`config.mk`:
```
export PLATFORM = sky130hd
export DESIGN_NAME = fruit_spawner
export DESIGN_NICKNAME = d
export VERILOG_FILES = /design/src/rtl/fruit_spawner.sv
export SDC_FILE = /design/constraint.sdc
export NUM_CORES = 1
export LEC_CHECK = 0
export BUFFER_PORTS_ARGS = -buffer_cell sky130_fd_sc_hd__buf_2
export CORE_ASPECT_RATIO = 0.9
export CORE_UTILIZATION = 30
export DETAILED_ROUTE_END_ITERATION = 10
export HOLD_SLACK_MARGIN = 0.15
export PLACE_DENSITY = 0.44
export SKIP_CTS_REPAIR_TIMING = 1
export SLEW_MARGIN = 25
export SYNTH_ARGS = -nofsm -noshare
export SYNTH_HDL_FRONTEND = slang
export SYNTH_SLANG_ARGS = --single-unit
```
`constraint.sdc`:
```
create_clock -name i_clock -period 4.45 [get_ports i_clock]
set_clock_uncertainty 0.05 [all_clocks]
set_input_delay 0.445 -clock i_clock [delete_from_list [all_inputs] [get_ports i_clock]]
set_output_delay 0.445 -clock i_clock [all_outputs]
set_load 0.03 [all_outputs]
```
`src/rtl/fruit_spawner.sv`:
```
// Fruit placement engine: draws random grid candidates, checks them against the
// snake via an occupancy query, and falls back to a linear scan after MAX_TRIES rejects.
module fruit_spawner #(
  parameter int COORD_W   = 3,
  parameter int GRID_W    = 8,
  parameter int GRID_H    = 8,
  parameter int MAX_TRIES = 8,
  parameter int INIT_X    = 0,
  parameter int INIT_Y    = 5
) (
  input  logic                 i_clock,
  input  logic                 i_reset_n,
  input  logic                 i_spawn_req,
  input  logic [2*COORD_W-1:0] i_random,
  output logic                 o_query_valid,
  output logic [COORD_W-1:0]   o_query_x,
  output logic [COORD_W-1:0]   o_query_y,
  input  logic                 i_resp_valid,
  input  logic                 i_resp_occupied,
  output logic [COORD_W-1:0]   o_fruit_x,
  output logic [COORD_W-1:0]   o_fruit_y,
  output logic                 o_fruit_valid,
  output logic                 o_board_full,
  output logic                 o_busy
);

  localparam int RW = 2 * COORD_W;
  localparam int GW = $clog2(RW + 1);
  localparam int TW = $clog2(MAX_TRIES + 1);
  localparam int SW = $clog2(GRID_W * GRID_H + 1);

  typedef enum logic [2:0] {
    IDLE, GAP, CHECK, WAIT_R, SCAN_Q, SCAN_R, COMMIT, FULL
  } state_t;

  state_t             state, state_nxt;
  logic [GW-1:0]      gap_cnt;
  logic [TW-1:0]      tries;
  logic [SW-1:0]      scan_cnt;
  logic [COORD_W-1:0] cand_x, cand_y;
  logic [COORD_W-1:0] fruit_x, fruit_y;

  logic               off_grid, tries_last, scan_last, gap_done, reject;
  logic [COORD_W-1:0] wrap_x, wrap_y, adv_x, adv_y;

  always_comb begin
    off_grid   = (int'(cand_x) >= GRID_W) || (int'(cand_y) >= GRID_H);
    tries_last = (tries == TW'(MAX_TRIES - 1));
    scan_last  = (scan_cnt == SW'(GRID_W * GRID_H - 1));
    gap_done   = (gap_cnt == GW'(RW));
    reject     = ((state == CHECK) && off_grid) ||
                 ((state == WAIT_R) && i_resp_valid && i_resp_occupied);
    wrap_x     = COORD_W'(int'(cand_x) % GRID_W);
    wrap_y     = COORD_W'(int'(cand_y) % GRID_H);
    adv_x      = cand_x + COORD_W'(1);
    adv_y      = cand_y;
    if (int'(cand_x) == GRID_W - 1) begin
      adv_x = '0;
      adv_y = (int'(cand_y) == GRID_H - 1) ? '0 : cand_y + COORD_W'(1);
    end
  end

  always_ff @(posedge i_clock or negedge i_reset_n) begin
    if (!i_reset_n) state <= IDLE;
    else            state <= state_nxt;
  end

  always_comb begin
    state_nxt = state;
    case (state)
      IDLE:    if (i_spawn_req) state_nxt = GAP;
      GAP:     if (gap_done) state_nxt = CHECK;
      CHECK:   state_nxt = off_grid ? (tries_last ? SCAN_Q : GAP) : WAIT_R;
      WAIT_R:  if (i_resp_valid)
                 state_nxt = i_resp_occupied ? (tries_last ? SCAN_Q : GAP) : COMMIT;
      SCAN_Q:  state_nxt = SCAN_R;
      SCAN_R:  if (i_resp_valid)
                 state_nxt = i_resp_occupied ? (scan_last ? FULL : SCAN_Q) : COMMIT;
      COMMIT:  state_nxt = IDLE;
      FULL:    state_nxt = IDLE;
      default: state_nxt = IDLE;
    endcase
  end

  always_comb begin
    o_query_valid = ((state == CHECK) && !off_grid) || (state == SCAN_Q);
    o_fruit_valid = (state == COMMIT);
    o_board_full  = (state == FULL);
    o_busy        = (state != IDLE);
  end

  // Candidate register doubles as the scan cursor; every reject reloads it wrapped
  // into the grid, so the scan entry point is ready whichever reject was the last.
  always_ff @(posedge i_clock or negedge i_reset_n) begin
    if (!i_reset_n) begin
      gap_cnt  <= '0;
      tries    <= '0;
      scan_cnt <= '0;
      cand_x   <= '0;
      cand_y   <= '0;
      fruit_x  <= COORD_W'(INIT_X);
      fruit_y  <= COORD_W'(INIT_Y);
    end else begin
      case (state)
        IDLE: if (i_spawn_req) begin
          gap_cnt  <= '0;
          tries    <= '0;
          scan_cnt <= '0;
        end
        GAP: begin
          if (gap_done) begin
            cand_x <= i_random[COORD_W-1:0];
            cand_y <= i_random[2*COORD_W-1:COORD_W];
          end else begin
            gap_cnt <= gap_cnt + GW'(1);
          end
        end
        SCAN_R: if (i_resp_valid && i_resp_occupied) begin
          cand_x   <= adv_x;
          cand_y   <= adv_y;
          scan_cnt <= scan_cnt + SW'(1);
        end
        COMMIT: begin
          fruit_x <= cand_x;
          fruit_y <= cand_y;
        end
        default: ;
      endcase
      if (reject) begin
        tries   <= tries + TW'(1);
        gap_cnt <= '0;
        cand_x  <= wrap_x;
        cand_y  <= wrap_y;
      end
    end
  end

  assign o_query_x = cand_x;
  assign o_query_y = cand_y;
  assign o_fruit_x = fruit_x;
  assign o_fruit_y = fruit_y;

endmodule

```
==> results_dict.tcl, run 1 <==
set metrics [dict create \
    ys_ff_latch 29 \
    path_cells "nand3_1, inv_1, buf_2" \
    cts_made_buffers 5 \
    syn_nets 180 \
    dieArea_sq_um 5596 \
    yosysMostFrequentCell "dfrtp_1" \
    synth-seq-area-share_pct 45.79 \
    cp-start-kind "flop" \
    critical_path_class "reg -> out" \
    regArea_sq_um 728.2 \
    drt_iter0_drc 65 \
    power_density_nw_per_um2 645.8 \
    clk_latency_ns 0.28 \
    netlist_instances 161 \
    synthTopCellsByCount "dfrtp_1 (27), a21oi_1 (16), nor2_1 (11), nand2_1 (10), o21ai_0 (10)" \
    grt_use_total_pct 13.85 \
    yosys_warnings 0 \
    hold_viol 0 \
    end_kind "output pin" \
    slew-limit-headroom_pct 55.70 \
    grt_pass1_wl_um 5906 \
    synth_area_sq_um 1590 \
    p_int_mw 0.6924 \
    multi_input_area_sq_um 812.0 \
    arrival_ns 1.77 \
    fmax_mhz 441.0 \
    grt_pass1_vias 1270 \
    dp_hpwl_um 2442 \
    die_y_um 71.07 \
    fillers 530 \
    synth_area_leaders "dfrtp_1 (42%), ha_1 (6.3%), a21oi_1 (5.0%)" \
    maxSlewViolCount 0 \
    synth_top_area_cell "dfrtp_1" \
    synth_edf_count 0 \
    route.vias.total 1304 \
    yosysTopAreaCellShare_pct 42.49 \
    globalplace.congestion 0.7846 \
    cap_violations 0 \
    synth_cell_types 35 \
    status "completed" \
    power.switching_mw 0.5188 \
    numPortBuffers 26 \
    htree_levels 2 \
    min_period_ns 2.267 \
    rsz0062_at_grt "false" \
    die_w_um 78.75 \
    cts_root_buffer "clkbuf_8" \
    antenna_cells 0 \
    min_period_over_period_pct 50.95 \
    ant_nets 0 \
    wl_per_cell_um 13.52 \
    required_ns 3.95 \
    worstPathMaxFanout 21 \
    overflow 0 \
    nets 206 \
    drc 0 \
    core_sq_um 4985 \
    clk_pin_slew_ns 0.07 \
    cts_tree "built" \
    antenna_found_initial 0 \
    p_total_mw 1.211 \
    hold_class "in -> async" \
    area_delta_synth_final_pct 17.94 \
    p_clk_share_pct 19.8 \
    power.share.combinational_pct 41.2 \
    vdd_drop_max_mv 0.2626 \
    viasPerCell 5.154 \
    worst_path_largest_cell_delay_ns 0.72 \
    first_pass_iters 4 \
    grt_max_degree 30 \
    finalSetupViolCount 0 \
    routed_wl_um 3420 \
    synthFlopType "dfrtp_1" \
    cts_sinks 29 \
    p_seq_share_pct 39.1 \
    leakagePower_nw 0.8670 \
    worstMarginPinSlew_ns 0.6645 \
    switching_share_pct 42.84 \
    start_util_pct 31.90 \
    drive_above_1_share_pct 23.94 \
    fin_setup_tns_ns 0 \
    worst_path_max_delay_cell "dfrtp_1" \
    cts_max_path_buffers 2 \
    ys_async_sr_fraction_pct 100.0 \
    avgSynthCellArea_sq_um 9.877 \
    rows 24 \
    ios 27 \
]
[cells by family after synthesis]
group	share of synthesized area, %
AND/OR/NAND/NOR	20.06
multiplexers	6.137
AO/OA/AOI/OAI	15.97
XOR/XNOR	2.203
adder cells (fa/ha/maj)	6.295
flip-flops	45.79
buffers and inverters	3.540
[critical path, delay by kind of cell (launching register included)]
kind / cells / cell delay [ns]
flops: 1 / 0.72
buf+inv: 2 / 0.33
simple gates: 1 / 0.44
[flip-flops by register name, summed over array words and instances, names as in the netlist]
register and count:
state 3, o_query_x 3, tries 4, o_query_y 3, o_fruit_y 3, o_fruit_x 3
scan_cnt 7, gap_cnt 3
[final timing paths]
kind,start,endpoint,slack [ns],cells after the start
min,i_reset_n,gap_cnt[1]$_DFFE_PN0P_,0.15,1
max in group asynchronous,i_reset_n,tries[0]$_DFFE_PN0P_,3.78,1
max reg2reg,state[2]$_DFFE_PN0P_,scan_cnt[5]$_DFFE_PN0P_,2.35,4
min reg2reg,tries[3]$_DFFE_PN0P_,tries[3]$_DFFE_PN0P_,0.43,1
max,state[1]$_DFFE_PN0P_,o_fruit_valid,2.18,3
min in group i_clock,i_spawn_req,state[0]$_DFFE_PN0P_,0.39,2
[metal layers]
metal  track usage, %  vias up  share of wire, %
li1                 -      642                 -
met1            17.05      621                44
met2            22.22       34                48
met3            4.387        7               5.8
met4            6.173        0               1.8
met5                0        -                 0
[area by class of cell]
type,instances,area share (%)
multi-input cells,119,43.30
flip-flops and latches,29,38.83
repair buffers,26,6.938
clock buffers,7,5.137
well taps,65,4.336
inverters,6,1.201
clock inverters,1,0.2668
[placed cells by master, fill, tap and decap left out, types with 4 or more instances in the layout]
| master | synthesis | routed |
|---|---|---|
| clkbuf_8 | 0 | 7 |
| buf_2 | 0 | 26 |
| ha_1 | 8 | 8 |
| nand2_1 | 10 | 10 |
| nor2_1 | 11 | 11 |
| a21oi_1 | 16 | 16 |
| nand3_1 | 9 | 9 |
| xnor2_1 | 4 | 4 |
| inv_1 | 6 | 6 |
| nand3b_1 | 7 | 7 |
| o31ai_1 | 4 | 4 |
| mux2_2 | 6 | 6 |
| dfrtp_1 | 27 | 27 |
| o21ai_0 | 10 | 10 |
[power by group through the flow]
| stage | clock, mW | combinational, mW | sequential (mW) |
|---|---|---|---|
| global route | 0.260 | 0.561 | 0.496 |
| CTS | 0.248 | 0.505 | 0.472 |
| finish | 0.239 | 0.499 | 0.473 |
| floorplan | 0 | 0.305 | 0.537 |
| global placement | 0 | 0.499 | 0.469 |
| detailed placement | 0 | 0.504 | 0.477 |
[stage by stage]
step | util [%] | area (sq um) | hold slack (ns) | setup WS (ns) | cells
finish | 37.63 | 1876 | 0.1454 | 2.183 | 253
global route | 37.63 | 1876 | 0.1964 | 2.041 | 253
CTS | 37.50 | 1869 | 0.1692 | 2.001 | 253
floorplan | - | 1590 | 0.09941 | 2.553 | 161
global placement | 35.47 | 1768 | 0.4144 | 2.137 | 245
detailed placement | 35.47 | 1768 | 0.4176 | 2.070 | 245
Note: power is estimated with default switching activity, not from simulation.
==> run 2, diff against run 1 <==
==> constraint.sdc (replaced) <==
create_clock -name i_clock -period 2.35 [get_ports i_clock]
set_clock_uncertainty 0.05 [all_clocks]
set_input_delay 0.235 -clock i_clock [delete_from_list [all_inputs] [get_ports i_clock]]
set_output_delay 0.235 -clock i_clock [all_outputs]
set_load 0.03 [all_outputs]
==> run 2 against run 1 <==
Against the previous run:
- worst setup slack worse by 1.7 ns
- clock power grew to 2.6 times the previous value
- final cell count is 2.0% higher
- sequential power is 77% higher
- total power is 110% higher
==> results_dict.tcl, run 2 (synthesis results as in run 1) <==
set metrics [dict create \
    cts_root_buffer "clkbuf_8" \
    grt_use_total_pct 14.00 \
    drive_above_1_share_pct 24.87 \
    cp-start-kind "flop" \
    power_density_nw_per_um2 1285 \
    fmax_mhz 539.2 \
    route.vias.total 1301 \
    path_cells "buf_4, or3_1, buf_2" \
    switching_share_pct 39.90 \
    area_delta_synth_final_pct 22.11 \
    rows 24 \
    cts_tree "built" \
    die_y_um 71.07 \
    ant_nets 0 \
    nets 211 \
    cap_violations 0 \
    largest_reg_flops 7 \
    viasPerCell 5.043 \
    antenna_cells 0 \
    ios 27 \
    core_sq_um 4985 \
    finalSetupViolCount 0 \
    fin_setup_tns_ns 0 \
    worst_path_largest_cell_delay_ns 0.50 \
    min_period_over_period_pct 78.92 \
    worst_path_max_delay_cell "dfrtp_1" \
    wl_met2_um 1684 \
    vdd_drop_max_mv 0.5427 \
    leakagePower_nw 0.9037 \
    wl_per_cell_um 13.55 \
    p_clk_share_pct 24.5 \
    top_register "scan_cnt" \
    drt_iter0_drc 93 \
    min_period_ns 1.855 \
    layout_common_cells "dfrtp_1 (27), buf_2 (26), a21oi_1 (16)" \
    hold_viol 0 \
    maxSlewViolCount 0 \
    slew-limit-headroom_pct 56.08 \
    p_total_mw 2.495 \
    cts_max_path_buffers 2 \
    largestRegisters "scan_cnt (7), tries (4)" \
    fin_area_sq_um 1942 \
    antenna_found_initial 0 \
    htree_levels 2 \
    mostFrequentLayoutCell "dfrtp_1" \
    power.switching_mw 0.9958 \
    top_layer_used "met4" \
    start_util_pct 31.90 \
    worstMarginPinSlew_ns 0.6588 \
    end_kind "output pin" \
    die_w_um 78.75 \
    power.share.combinational_pct 42.1 \
    dieArea_sq_um 5596 \
    worstPathMaxFanout 11 \
    clk_pin_slew_ns 0.06 \
    dp_hpwl_um 2507 \
    routed_wl_um 3497 \
    p_int_mw 1.500 \
    required_ns 2.07 \
    numPortBuffers 26 \
    cts_sinks 29 \
    rsz0062_at_grt "false" \
    grt_pass1_wl_um 6058 \
    grt_pass1_vias 1321 \
    overflow 0 \
    setup_slack_ns 0.4953 \
    placed_cell_area_sq_um 1798 \
    first_pass_iters 4 \
    fillers 525 \
    wl_met3_um 161 \
    status "completed" \
    hold_class "in -> reg" \
    globalplace.congestion 0.7619 \
    met1_length_um 1634 \
    p_seq_share_pct 33.5 \
    cts_made_buffers 5 \
    dp_slack_ns 0.5244 \
    clk_latency_ns 0.27 \
    drc 0 \
    arrival_ns 1.57 \
    grt_max_degree 30 \
    critical_path_class "reg -> out" \
]
-- run 2: routing by layer --
metal	vias up	global-route usage (%)
met4	0	4.527
met2	21	23.00
li1	651	-
met5	-	0
met3	2	4.516
met1	627	17.40
-- run 2: layout make-up --
| cell class | instances | area, sq um | area share (%) |
|---|---|---|---|
| multi-input cells | 119 | 805.8 | 41.49 |
| inverters | 6 | 22.52 | 1.160 |
| repair buffers | 31 | 170.2 | 8.763 |
| clock inverters | 3 | 65.06 | 3.351 |
| clock buffers | 5 | 68.82 | 3.544 |
| well taps | 65 | 81.33 | 4.188 |
| flip-flops and latches | 29 | 728.2 | 37.50 |
-- run 2: final timing paths --
check / slack, ns / to / cells after the start / from
worst max-delay path: 0.50 / o_busy / 3 / state[1]$_DFFE_PN0P_
worst min-delay path: 0.18 / state[0]$_DFFE_PN0P_ / 2 / i_spawn_req
worst max register to register: 0.53 / scan_cnt[5]$_DFFE_PN0P_ / 4 / state[2]$_DFFE_PN0P_
worst min register to register: 0.44 / tries[3]$_DFFE_PN0P_ / 1 / tries[3]$_DFFE_PN0P_
max in group asynchronous: 1.35 / scan_cnt[6]$_DFFE_PN0P_ / 2 / i_reset_n
min in group asynchronous: 0.48 / tries[1]$_DFFE_PN0P_ / 2 / i_reset_n
-- run 2: metrics by stage --
| stage | hold WS (ns) | cells | util [%] |
|---|---|---|---|
| after floorplan | -0.1106 | 161 | - |
| after global placement | 0.2639 | 249 | 36.07 |
| after detailed placement | 0.2656 | 249 | 36.07 |
| after CTS | -0.03416 | 257 | 38.76 |
| after global routing | 0.1899 | 258 | 38.96 |
| final | 0.1810 | 258 | 38.96 |
-- run 2: critical path, delay by kind of cell (launching register included) --
kind / cells / cell delay, ns
buf+inv: 2 / 0.44
flops: 1 / 0.50
simple gates: 1 / 0.36
-- run 2: power by group through the flow --
stage / Combinational, mW / Sequential [mW] / Clock (mW)
after global routing: 1.16 / 0.864 / 0.650
after CTS: 1.07 / 0.835 / 0.623
final: 1.05 / 0.835 / 0.610
after floorplan: 0.578 / 1.02 / 0
after detailed placement: 1.06 / 0.843 / 0
after global placement: 1.04 / 0.834 / 0
